<file path="src/rtl/xctcmsg_pkg.sv">
// Shared message types for the xctcmsg bus arbiter.
// Field widths plus the latched send bundle and send FSM states.
package xctcmsg_pkg;

  localparam int ADDR_W = 8;
  localparam int TAG_W  = 8;
  localparam int DATA_W = 32;

  typedef logic [ADDR_W-1:0] message_addr_t;
  typedef logic [TAG_W-1:0]  message_tag_t;
  typedef logic [DATA_W-1:0] message_data_t;

  typedef struct packed {
    message_addr_t dst;
    message_tag_t  tag;
    message_data_t msg;
  } bus_send_t;

  typedef enum logic {
    S_IDLE = 1'b0,
    S_BUSY = 1'b1
  } send_state_e;

endpackage

</file>
<file path="src/rtl/xctcmsg_rr_arbiter.sv">
// Combinational round-robin pick: first set req bit at or above ptr_i,
// wrapping. Ports: req_i, ptr_i in; gnt_o (one-hot), idx_o, any_o out.
module xctcmsg_rr_arbiter #(
  parameter int N     = 2,
  parameter int IDX_W = $clog2(N)
) (
  input  logic [N-1:0]     req_i,
  input  logic [IDX_W-1:0] ptr_i,
  output logic [N-1:0]     gnt_o,
  output logic [IDX_W-1:0] idx_o,
  output logic             any_o
);

  logic [IDX_W-1:0] cand;

  // N is a power of two, so the IDX_W-bit add wraps naturally.
  always_comb begin
    cand  = '0;
    idx_o = '0;
    any_o = 1'b0;
    for (int i = 0; i < N; i++) begin
      cand = ptr_i + IDX_W'(i);
      if (!any_o && req_i[cand]) begin
        any_o = 1'b1;
        idx_o = cand;
      end
    end
  end

  always_comb begin
    gnt_o = '0;
    if (any_o) gnt_o[idx_o] = 1'b1;
  end

endmodule

</file>
<file path="src/rtl/xctcmsg_bus_arbiter.sv">
// Shares one network message bus among N_PORTS FU requesters.
// Ports: req_* (FU side: send val/ack + fields, receive rdy/val + fields),
// bus_* (network side: send val/ack + fields, receive rdy/val + fields).
module xctcmsg_bus_arbiter
  import xctcmsg_pkg::*;
#(
  parameter int N_PORTS = 2,
  parameter int IDX_W   = $clog2(N_PORTS)
) (
  input  logic                         clk_i,
  input  logic                         rst_ni,
  input  logic [N_PORTS-1:0]           req_val_i,
  output logic [N_PORTS-1:0]           req_ack_o,
  input  message_addr_t [N_PORTS-1:0]  req_dst_i,
  input  message_tag_t  [N_PORTS-1:0]  req_tag_i,
  input  message_data_t [N_PORTS-1:0]  req_msg_i,
  input  logic [N_PORTS-1:0]           req_rdy_i,
  output logic [N_PORTS-1:0]           req_val_o,
  output message_addr_t                req_src_o,
  output message_tag_t                 req_tag_o,
  output message_data_t                req_msg_o,
  output logic                         bus_val_o,
  input  logic                         bus_ack_i,
  output message_addr_t                bus_dst_o,
  output message_tag_t                 bus_tag_o,
  output message_data_t                bus_msg_o,
  output logic                         bus_rdy_o,
  input  logic                         bus_val_i,
  input  message_addr_t                bus_src_i,
  input  message_tag_t                 bus_tag_i,
  input  message_data_t                bus_msg_i
);

  // ---------------- send path ----------------
  send_state_e      state_q, state_d;
  logic [IDX_W-1:0] rr_ptr_q, rr_ptr_d;
  logic [IDX_W-1:0] gnt_q, gnt_d;
  bus_send_t        send_q, send_d;

  logic [N_PORTS-1:0] arb_gnt;
  logic [IDX_W-1:0]   arb_idx;
  logic               arb_any;

  xctcmsg_rr_arbiter #(
    .N     (N_PORTS),
    .IDX_W (IDX_W)
  ) u_rr (
    .req_i (req_val_i),
    .ptr_i (rr_ptr_q),
    .gnt_o (arb_gnt),
    .idx_o (arb_idx),
    .any_o (arb_any)
  );

  always_ff @(posedge clk_i or negedge rst_ni) begin
    if (!rst_ni) begin
      state_q  <= S_IDLE;
      rr_ptr_q <= '0;
      gnt_q    <= '0;
      send_q   <= '0;
    end else begin
      state_q  <= state_d;
      rr_ptr_q <= rr_ptr_d;
      gnt_q    <= gnt_d;
      send_q   <= send_d;
    end
  end

  always_comb begin
    state_d  = state_q;
    rr_ptr_d = rr_ptr_q;
    gnt_d    = gnt_q;
    send_d   = send_q;
    unique case (state_q)
      S_IDLE: begin
        if (arb_any) begin
          state_d    = S_BUSY;
          gnt_d      = arb_idx;
          send_d.dst = req_dst_i[arb_idx];
          send_d.tag = req_tag_i[arb_idx];
          send_d.msg = req_msg_i[arb_idx];
        end
      end
      S_BUSY: begin
        if (bus_ack_i) begin
          state_d  = S_IDLE;
          rr_ptr_d = gnt_q + IDX_W'(1);
        end
      end
      default: state_d = S_IDLE;
    endcase
  end

  always_comb begin
    bus_val_o = (state_q == S_BUSY);
    req_ack_o = '0;
    if (bus_val_o && bus_ack_i) begin
      req_ack_o[gnt_q] = 1'b1;
    end
  end

  assign bus_dst_o = send_q.dst;
  assign bus_tag_o = send_q.tag;
  assign bus_msg_o = send_q.msg;

  // ---------------- receive path ----------------
  logic             full_q, full_d;
  logic             rdy_en_q;
  logic [IDX_W-1:0] rdst_q, rdst_d;
  message_addr_t    rsrc_q, rsrc_d;
  message_tag_t     rtag_q, rtag_d;
  message_data_t    rmsg_q, rmsg_d;
  logic             cap, cons;

  // Keeps bus_rdy_o low while reset is held.
  always_ff @(posedge clk_i or negedge rst_ni) begin
    if (!rst_ni) rdy_en_q <= 1'b0;
    else         rdy_en_q <= 1'b1;
  end

  assign bus_rdy_o = rdy_en_q & ~full_q;
  assign cap       = bus_val_i & bus_rdy_o;
  assign cons      = full_q & req_rdy_i[rdst_q];

  always_comb begin
    full_d = full_q;
    rdst_d = rdst_q;
    rsrc_d = rsrc_q;
    rtag_d = rtag_q;
    rmsg_d = rmsg_q;
    if (cons) full_d = 1'b0;
    if (cap) begin
      full_d = 1'b1;
      rdst_d = bus_tag_i[IDX_W-1:0];
      rsrc_d = bus_src_i;
      rtag_d = bus_tag_i;
      rmsg_d = bus_msg_i;
    end
  end

  always_ff @(posedge clk_i or negedge rst_ni) begin
    if (!rst_ni) begin
      full_q <= 1'b0;
      rdst_q <= '0;
      rsrc_q <= '0;
      rtag_q <= '0;
      rmsg_q <= '0;
    end else begin
      full_q <= full_d;
      rdst_q <= rdst_d;
      rsrc_q <= rsrc_d;
      rtag_q <= rtag_d;
      rmsg_q <= rmsg_d;
    end
  end

  always_comb begin
    req_val_o = '0;
    if (full_q) req_val_o[rdst_q] = 1'b1;
  end

  assign req_src_o = rsrc_q;
  assign req_tag_o = rtag_q;
  assign req_msg_o = rmsg_q;

endmodule
</file>
<file path="config.mk">
export PLATFORM = sky130hd
export DESIGN_NAME = xctcmsg_bus_arbiter
export DESIGN_NICKNAME = d
export VERILOG_FILES = /design/src/rtl/xctcmsg_pkg.sv /design/src/rtl/xctcmsg_rr_arbiter.sv /design/src/rtl/xctcmsg_bus_arbiter.sv
export SDC_FILE = /design/constraint.sdc
export NUM_CORES = 1
export LEC_CHECK = 0
export ABC_AREA = 1
export CELL_PAD_IN_SITES_DETAIL_PLACEMENT = 1
export CELL_PAD_IN_SITES_GLOBAL_PLACEMENT = 1
export CORE_AREA = 3 3 168 105
export CTS_BUF_LIST = sky130_fd_sc_hd__clkbuf_2
export CTS_CLUSTER_SIZE = 24
export DETAILED_ROUTE_END_ITERATION = 10
export DIE_AREA = 0 0 171 108
export GPL_TIMING_DRIVEN = 0
export PLACE_DENSITY = 0.95
export SYNTH_ARGS = -nofsm -noshare
export SYNTH_HDL_FRONTEND = slang
export SYNTH_SLANG_ARGS = --single-unit
</file>
<file path="constraint.sdc">
create_clock -name clk_i -period 3 [get_ports clk_i]
set_clock_uncertainty 0.1 [all_clocks]
set_input_delay 0.45 -clock clk_i [delete_from_list [all_inputs] [get_ports clk_i]]
set_output_delay 0.45 -clock clk_i [all_outputs]
set_load 0.02 [all_outputs]
</file>
==> results.py <==
metrics = {
    "detailed_routing": {
        "first_pass_iters": 4,
        "wl_per_cell_um": 16.1,
        "drc": 0,
        "vias": 5096,
        "drt_iter0_markers": 287,
        "wl_um": 18200,
        "ant_nets": 0,
        "viasPerCell": 4.51,
    },
    "synth": {
        "synth_nets": 800,
        "synth_cells": 648,
        "synth-simple-area-share_pct": 34.4,
        "synthFlopType": "dfrtp_1",
        "avgSynthCellArea_um2": 7.46,
        "synth_most_common_cell": "nand2_1",
        "synth_fa_ha_area_share_pct": 0,
        "synth_top_family_by_area": "simple AND/OR/NAND/NOR gates",
        "synth_top_area_share_pct": 52.3,
        "synthTopCellsByCount": "247 x nand2_1, 144 x nand3_1, 103 x inv_1, 101 x dfrtp_1, 21 x buf_2",
        "synth.area.mux_share_pct": 0,
        "synthArstFlopShare_pct": 100,
        "yosys_warnings": 0,
        "synth_area_leaders": "dfrtp_1 52%, nand2_1 19%, nand3_1 15%, inv_1 8.0%, buf_2 2.2%",
        "synth_cell_types": 18,
        "synth_compound_area_share_pct": 0.802,
        "synth-edff-count": 0,
        "ys_ff_latch": 101,
        "yosys.area.top_type": "dfrtp_1",
        "synth_xor_area_share_pct": 0,
        "netlist_area_um2": 4840,
        "synth.yosys.seq_area_share_pct": 52.3,
    },
    "floorplan": {
        "die-area_um2": 18500,
        "core_area_um2": 16100,
        "num_rows": 36,
        "io_pins": 254,
        "die_w_um": 171,
        "start_util_pct": 30.0,
        "die_y_um": 108,
    },
    "place": {
        "dpl_cell_area_um2": 7640,
        "portBuffers": 252,
        "dp_cells": 1110,
        "dp_hpwl_um": 14500,
        "place.gp.congestion": 0.836,
    },
    "global_routing": {
        "grt.overflow.total": 0,
        "grt_max_degree": 55,
        "grt_pass1_vias": 5320,
        "grt_pass1_wl_um": 28200,
        "grtUsageTotal_pct": 19.4,
        "antenna_found_initial": 1,
    },
    "pwr": {
        "internal-power_mw": 3.24,
        "ir_drop_mv": 0.267,
        "p_sw_share_pct": 42.0,
        "powerDensity_nw_per_um2": 721,
        "power.switching_mw": 2.35,
        "power_leakage_nw": 4.01,
        "clkPwrFrac_pct": 11.2,
        "sequentialPowerShare_pct": 37.9,
        "combPwrFrac_pct": 50.9,
    },
    "hold_path": {
        "hold_path.class": "input port to flip-flop",
    },
    "timing": {
        "worst_pin_slew_ps": 662,
        "fin_crit_sh_pct": 92.5,
        "hold_viol_final": 0,
        "fmaxAchievable_mhz": 360,
        "tns_ps": 0,
        "layout_min_cycle_time_ps": 2780,
        "slew_violations": 0,
        "maxSlewHeadroom_pct": 55.9,
        "setup_viol": 0,
        "rsz0062_at_grt": "no",
    },
    "clock_network": {
        "cts_htree_levels": 3,
        "cts_buffers": 9,
        "insertion_delay_ps": 560,
        "cts_root_buf": "clkbuf_2",
        "clk_pin_slew_ps": 320,
        "cts_tree": "built",
        "cts_sinks": 101,
        "clockBufferDepth": 2,
    },
    "setup_path": {
        "cp_slowest_cell": "clkdlybuf4s50_1",
        "worstSetupPathType": "flip-flop to output port",
        "crit_path_max_fanout": 10,
        "cpLargestDelayFamily": "buffers and inverters",
        "cp_data_required_time_ps": 2450,
        "path_cells": "nor2_2 -> clkbuf_2 -> clkdlybuf4s50_1",
        "end_kind": "output port",
        "start_kind": "flip-flop",
        "critical_path.max_stage_delay_ps": 650,
        "critPathArrivalTime_ps": 2230,
        "cp_num_buf_inv": 2,
    },
    "final_layout": {
        "fin_area_um2": 7760,
        "fin_cells": 1129,
        "nFillCells": 2008,
        "flow.area_growth_from_synthesis_pct": 60.6,
        "drive_gt1_share_pct": 5.12,
        "nNetsFinal": 1065,
    },
    "job": {
        "maxCapViolCount": 0,
    },
    "run_status": {
        "outcome": "finished, final reports clean",
    },
}
[tightest hold or removal path, delay by kind of cell]
family,cells,cell delay (ps)
buf+inv,1,390
simple gates,2,130
[worst paths after layout]
path | start | to | slack [ps] | cells past startpoint
max in group asynchronous | rst_ni | req_msg_o[8] | 1800 | 3
min | bus_msg_i[16] | req_msg_o[16] | 270 | 3
min in group asynchronous | rst_ni | req_msg_o[27] | 290 | 2
max reg2reg | rr_ptr_q | bus_msg_o[27] | 1360 | 7
min reg2reg | req_msg_o[15] | req_msg_o[15] | 410 | 2
max | full_q | bus_rdy_o | 220 | 3
[through the flow]
stage	utilization [%]	hold WS (ps)	power, mW	setup slack (ps)
after global routing	48.2	175	5.98	85.6
final	48.2	272	5.60	224
after detailed placement	47.4	358	5.02	653
after global placement	47.3	352	4.92	-2600
after CTS	48.1	193	5.68	18.2
after floorplan	-	54.4	3.44	1510
[power by group through the flow]
stage          clock (mW)  combinational [mW]  sequential, mW
6_report            0.627                2.85            2.12
3_5_place_dp            0                2.88            2.14
3_3_place_gp            0                2.80            2.12
5_1_grt             0.722                3.08            2.18
2_1_floorplan           0               0.772            2.67
4_1_cts             0.672                2.89            2.13
[state kept, by name (all words and copies together) (netlist names)]
signal and count:
bus_dst_o 8, bus_msg_o 32, bus_tag_o 8, bus_val_o 1, full_q 1, gnt_q 1, rdy_en_q 1, req_msg_o 32
req_src_o 8, req_tag_o 8, rr_ptr_q 1
[cells by family after synthesis]
| family | Yosys count |
|---|---|
| AND/OR/NAND/NOR | 395 |
| buffers and inverters | 146 |
| flip-flops | 101 |
| AO/OA/AOI/OAI | 5 |
| other | 1 |
[cell usage in the layout, fill, tap and decap left out]
master and count:
clkinv_1 1, nor2_1 3, clkinv_4 2, dfrtp_1 101, o21ai_1 1, clkbuf_2 10, diode_2 2, inv_8 2
nor2_2 1, a21oi_1 1, buf_6 2, dlygate4sd3_1 1, buf_1 2, nand2_1 247, conb_1 1, inv_2 1
buf_4 4, o21ai_4 1, clkdlybuf4s50_1 251, o21ai_0 1, buf_16 1, nand3_1 144, clkinvlp_4 2, inv_1 103
buf_2 21, o211ai_1 1, clkbuf_1 13
[area by class of cell]
class                   count  area [um^2]  area share [%]
diodes                      2         5.00          0.0645
inverters                 104          390            5.03
repair buffers            254         2560            32.9
well taps                 209          262            3.37
clock inverters             7         58.8           0.757
plain buffers              42          211            2.72
multi-input cells         401         1710            22.0
flip-flops and latches    101         2530            32.5
clock buffers               9         45.0           0.580
[per-layer routing]
layer / track usage (%) / wire [um] / vias up
met4: 3.96 / 189 / 0
met3: 5.04 / 1300 / 16
met1: 26.3 / 8370 / 2424
met5: 0 / 0 / -
li1: - / - / 2491
met2: 31.6 / 8350 / 165
[what timing repair did]
action                                  CTS  global route
setup buffers                             0             0
gates resized for setup                   0             1
hold endpoints to repair                 47             0
hold buffers                              1             0
endpoints found under the setup margin    0             1
(Power assumes the default switching activity.)
